===== config.mk =====
export PLATFORM = sky130hd
export DESIGN_NAME = spart_rx
export DESIGN_NICKNAME = d
export VERILOG_FILES = /design/src/rtl/spart_rx.sv
export SDC_FILE = /design/constraint.sdc
export NUM_CORES = 1
export LEC_CHECK = 0
export ABC_AREA = 1
export CORE_MARGIN = 1
export CORE_UTILIZATION = 30
export CTS_CLUSTER_DIAMETER = 60
export DETAILED_ROUTE_END_ITERATION = 8
export HOLD_SLACK_MARGIN = 0.05
export SETUP_SLACK_MARGIN = 0.1
export SLEW_MARGIN = 10
export SYNTH_ARGS = -nofsm -noshare
export SYNTH_HDL_FRONTEND = slang
export SYNTH_SLANG_ARGS = --single-unit

===== constraint.sdc =====
create_clock -name clk -period 1.3 [get_ports clk]
set_input_delay 0.26 -clock clk [delete_from_list [all_inputs] [get_ports clk]]
set_output_delay 0.26 -clock clk [all_outputs]
set_load 0.02 [all_outputs]

===== src/rtl/spart_rx.sv =====
// SPART receiver: 8N1 deserializer driven by an OVS-times oversampling baud tick.
// Delivers each completed byte with rda, overrun and framing-error flags.
module spart_rx #(
  parameter int OVS = 16
) (
  input  logic       clk,
  input  logic       rst,
  input  logic       enable,
  input  logic       rxd,
  input  logic       rx_read,
  output logic [7:0] rx_data,
  output logic       rda,
  output logic       overrun,
  output logic       frame_err
);

  localparam int TW = $clog2(OVS);
  localparam logic [TW-1:0] T_MID = TW'(OVS / 2 - 1);
  localparam logic [TW-1:0] T_END = TW'(OVS - 1);

  typedef enum logic [1:0] {
    IDLE,
    START,
    DATA,
    STOP
  } state_t;

  state_t state, state_n;

  logic          rxd_m, rxd_s;
  logic [TW-1:0] tick, tick_n;
  logic [2:0]    bitc, bitc_n;
  logic [7:0]    shift, shift_n;
  logic          done;

  always_ff @(posedge clk or posedge rst) begin
    if (rst) begin
      rxd_m <= 1'b1;
      rxd_s <= 1'b1;
    end else begin
      rxd_m <= rxd;
      rxd_s <= rxd_m;
    end
  end

  always_comb begin
    state_n = state;
    tick_n  = tick;
    bitc_n  = bitc;
    shift_n = shift;
    done    = 1'b0;
    if (enable) begin
      unique case (state)
        IDLE: begin
          if (!rxd_s) begin
            state_n = START;
            tick_n  = '0;
          end
        end
        START: begin
          if (tick == T_MID) begin
            tick_n  = '0;
            bitc_n  = '0;
            state_n = rxd_s ? IDLE : DATA;
          end else begin
            tick_n = tick + 1'b1;
          end
        end
        DATA: begin
          if (tick == T_END) begin
            shift_n = {rxd_s, shift[7:1]};
            tick_n  = '0;
            if (bitc == 3'd7) state_n = STOP;
            else              bitc_n  = bitc + 3'd1;
          end else begin
            tick_n = tick + 1'b1;
          end
        end
        STOP: begin
          if (tick == T_END) begin
            done    = 1'b1;
            tick_n  = '0;
            state_n = IDLE;
          end else begin
            tick_n = tick + 1'b1;
          end
        end
        default: state_n = IDLE;
      endcase
    end
  end

  always_ff @(posedge clk or posedge rst) begin
    if (rst) begin
      state <= IDLE;
      tick  <= '0;
      bitc  <= '0;
      shift <= 8'h00;
    end else begin
      state <= state_n;
      tick  <= tick_n;
      bitc  <= bitc_n;
      shift <= shift_n;
    end
  end

  // A completing byte wins over a coincident read.
  always_ff @(posedge clk or posedge rst) begin
    if (rst) begin
      rx_data   <= 8'h00;
      rda       <= 1'b0;
      overrun   <= 1'b0;
      frame_err <= 1'b0;
    end else if (done) begin
      rx_data   <= shift;
      rda       <= 1'b1;
      frame_err <= ~rxd_s;
      overrun   <= rda & ~rx_read;
    end else if (rx_read) begin
      rda       <= 1'b0;
      overrun   <= 1'b0;
      frame_err <= 1'b0;
    end
  end

endmodule


Yosys cells after proc, flatten, opt, wreduce, memory -nomap -nowiden
Index checks and enable logic that the tools add are counted.
Storage, ports and cells
  register bits after elaboration: 30
  bits of input ports: 5
  output and inout port bits: 11
Cells by class
  $add $sub $neg: 2
  eq/ne operators: 12
  mux-type cells: 22
  bitwise logic cells: 3
  reduce and logical (&&, ||, !) cells: 8
Operators with widths (count)
  2-bit two-way mux: 6
  4-bit two-way mux: 3
  2-bit inequality test (second input constant): 6
  4-bit case mux with 3 select lines: 1
  3-bit two-way mux: 3
  2-bit case mux with 4 select lines: 1
  1-bit two-way mux: 7
  3-bit case mux with 2 select lines: 1
  6-bit AND reduction: 1
  5-bit AND reduction: 1
  4-bit by 1-bit adder with 4-bit output (second input constant): 1
  2-bit == test (second input constant): 2
  4-bit by 3-bit == test with 1-bit output (second input constant): 1
  4-bit == test (second input constant): 1
  2-bit nonzero test: 2
  3-bit by 1-bit adder with 3-bit output (second input constant): 1
  3-bit == test (second input constant): 1
  3-bit AND reduction: 1
  2-bit by 1-bit == test with 1-bit output (second input constant): 1
  2-bit logical NOT: 1
  1-bit inverter: 2
  2-bit AND reduction: 1
  2-bit OR reduction: 1
  1-bit bitwise AND: 1

Depth between registers and ports, before layout
  depth after elaboration: 5
  mapped depth: 8
  depth with buffers taken out: 8

Worst setup path before layout
OpenSTA, ideal clock, no wires.
  path type: flip-flop to flip-flop
  from: register tick[0]
  to: register shift[1]
  setup time: 0.118 ns
  data arrival time: 1.196 ns
  setup slack: -0.014 ns
  cell stages (with the launch flop): 8
  path buffers: 1
  clock period less this slack: 1.314 ns
  path through: dfrtp_1 ha_1 nand3_2 nor2_2 nand2_2 buf_6 nand2_1 o21ai_2
On the way
  longest elaborated chain between the ends: 2
RTL lines
  start: declaration: RTL line 31  | logic [TW-1:0] tick, tick_n;
  start signal: assignment: RTL line 101  | tick <= tick_n;
  4-bit == test: RTL line 70  | if (tick == T_END) begin
  3-bit AND reduction (no source line)
  end signal: assignment: RTL line 103  | shift <= shift_n;
  end: declaration: RTL line 33  | logic [7:0] shift, shift_n;
Every way passes these cells.
A chain may end at the register's enable or synchronous reset.

Worst setup path after layout
  from: register tick[1]
  to: register shift[4]
Same word-level chain as after synthesis.

==> flow_metrics.env <==
export IMPL_synth_seq_cells=30
export IMPL_violations="design-rule violations, negative setup slack"
export IMPL_die_h_um=70.7
export IMPL_synth_area_top_cells="dfrtp_1, nand2_1, o21ai_2, dfstp_2, inv_1"
export IMPL_cp_max_fo=13
export IMPL_worstSetupEndpointType="register"
export IMPL_critPathRequiredTime_ps=1510
export IMPL_tightestPinTransition_ps=206
export IMPL_grt_max_degree=31
export IMPL_start_kind="register"
export IMPL_nFillCells=418
export IMPL_synth_top_family_by_area="simple AND/OR/NAND/NOR gates"
export IMPL_cts_tree="built"
export IMPL_ioPinCount=16
export IMPL_worstSetupPathType="reg2reg"
export IMPL_syn_avg_cell_area_um2=9.55
export IMPL_synth_cell_type_count=22
export IMPL_initial_core_util_pct=31.8
export IMPL_synthArstFlopShare_pct=100
export IMPL_final_core_util_pct=46.6
export IMPL_synthAdderAreaFrac_pct=2.65
export IMPL_drtPass1Iterations=6
export IMPL_row_count=24
export IMPL_status="complete, but fails checks"
export IMPL_detail_route_antenna_nets=0
export IMPL_dieArea_um2=4990
export IMPL_p_per_area_nw_per_um2=1440
export IMPL_cts_inserted_buffers=5
export IMPL_dp_hpwl_um=2010
export IMPL_port_buffers=15
export IMPL_slew_violations=0
export IMPL_htree_levels=2
export IMPL_grt_pass1_vias=1093
export IMPL_netlist_area_leader_share_pct=49.6
export IMPL_synth_compound_area_share_pct=13.7
export IMPL_gp_congestion=0.783
export IMPL_track_usage_pct=12.7
export IMPL_synth_fp_nets=156
export IMPL_finalSetupTns_ps=-111
export IMPL_overflow=0
export IMPL_drc=2
export IMPL_path_clk_slew_ps=60
export IMPL_yosysMostFrequentCell="nand2_1"
export IMPL_syn_inst=148
export IMPL_muxShareOfSynthArea_pct=0
export IMPL_cts_sinks=30
export IMPL_worst_slack_ps=-28.9
export IMPL_synth_area_um2=1410
export IMPL_maxSlewHeadroom_pct=86.2
export IMPL_drt_initial_drc_count=48
export IMPL_num_vias=1138
export IMPL_yosysSeqAreaShare_pct=53.3
export IMPL_yosys_top_cells_count="nand2_1, dfrtp_1, inv_1, o21ai_2, nand3_1"
export IMPL_rsz0062_at_grt="true"
export IMPL_wirelength_um=3120
export IMPL_synth_area_leader_cell="dfrtp_1"
export IMPL_clockBufferDepth=2
export IMPL_timing_final_crit_share_pct=102
export IMPL_coreArea_um2=4440
export IMPL_ys_flop_type="dfrtp_1"
export IMPL_skew_ps=5.19
export IMPL_wire_per_inst_um=12.9
export IMPL_antenna_found_initial=0
export IMPL_min_period_ps=1330
export IMPL_clock_fmax_mhz=753
export IMPL_setup_viol_count_final=8
export IMPL_viasPerCell=4.70
export IMPL_cp_arrival_ps=1540
export IMPL_holdBufCountCts=0
export IMPL_clk_latency_ps=290
export IMPL_final_hold_viol_count=0
export IMPL_ys_warn_count=0
export IMPL_grt_pass1_wl_um=4700
export IMPL_synth_enable_flop_cells=0
export IMPL_cts_root_buf="clkbuf_8"
export IMPL_synth_xor_area_share_pct=0.619
export IMPL_diodes=0
export IMPL_max_vdd_ir_drop_uv=510
export IMPL_area_growth_pct=46.4
export IMPL_layout_nets=198
export IMPL_die_x_um=70.7
export IMPL_drive_gt1_share_pct=53.2
export IMPL_synth_simple_area_share_pct=22.6
export IMPL_leakage_nw=0.981
export IMPL_max_cap_violations=0
export IMPL_hp_class="in2async"
-- logic make-up (layout without fill, tap and decap cells) --
logic type,after synthesis,after routing
flip-flops,30,30
buffers and inverters,21,63
adder cells (fa/ha/maj),3,3
AND/OR/NAND/NOR,69,69
AO/OA/AOI/OAI,24,24
XOR/XNOR,1,1
-- placed cells by master, fill, tap and decap left out, drive strengths merged, types with 3 or more instances in the layout --
cell type      count
dfrtp             28
inv               18
o21ai             18
nand3             10
clkdlybuf4s50      4
clkbuf             8
ha                 3
a21oi              4
nor2              12
nand2             45
buf               31
-- metrics by stage --
step / instance area, um2 / hold slack (ps) / total power [mW] / std cells / setup slack [ps]
after global routing: 2070 / 360 / 3.14 / 242 / -105
final: 2070 / 305 / 2.98 / 242 / -28.9
after floorplan: 1450 / 264 / 1.66 / 148 / 32.8
after detailed placement: 1770 / 349 / 1.90 / 226 / -191
after CTS: 1970 / 307 / 2.89 / 234 / -20.7
after global placement: 1770 / 346 / 1.86 / 226 / -147
-- flip-flops by register name (all words and copies together), names as in the netlist, named ones only --
name / cells
frame_err: 1
rxd_s: 1
overrun: 1
rda: 1
state: 1
tick: 4
bitc: 3
shift: 8
rx_data: 8
rxd_m: 1
-- worst max-delay path, stage by stage, from the launching register on --
cell,delay [ps]
dfrtp_1,400
ha_4,170
nand3_4,110
nor2_2,160
nand2_4,130
buf_4,170
o21ai_2,120
-- power by group --
part           leakage, nW  switching [mW]  internal [mW]
logic                0.525           0.470          0.366
registers            0.399           0.147           1.03
clock network       0.0573           0.350          0.612
-- area by class of cell --
type	count	area (um2)	share of cell area [%]
Timing Repair Buffer	38	342	16.5
Inverter	18	67.6	3.26
Clock buffer	6	82.6	3.99
Tap cell	52	65.1	3.14
Multi-Input combinational cell	97	727	35.1
Sequential cell	30	756	36.5
Clock inverter	1	30.0	1.45
-- worst paths after layout --
kind	cells after the start	start	slack (ps)	endpoint
min in group clk	0	rxd_m$_DFF_PP1_	360	rxd_s$_DFF_PP1_
min	3	rst	300	shift[7]$_DFFE_PP0P_
max reg2reg	6	tick[1]$_DFFE_PP0P_	-30	shift[4]$_DFFE_PP0P_
max	6	tick[1]$_DFFE_PP0P_	-30	shift[4]$_DFFE_PP0P_
max in group asynchronous	3	rst	760	rxd_m$_DFF_PP1_
min reg2reg	0	rxd_m$_DFF_PP1_	360	rxd_s$_DFF_PP1_
-- metal layers --
layer  GRT usage [%]  part of all wire, %  up-vias
met1            13.5                   41      552
met3            3.99                  3.7        8
met4            8.00                  3.5        0
li1                -                    -      554
met5               0                    0        -
met2            21.9                   52       24
-- repair_timing --
item / in CTS / in global routing
setup endpoints to repair: 37 / 38
gates resized for setup: 53 / 25
setup buffers: 1 / 5
gates cloned: 0 / 3
pin swaps: 8 / 7
(Power assumes the default switching activity.)
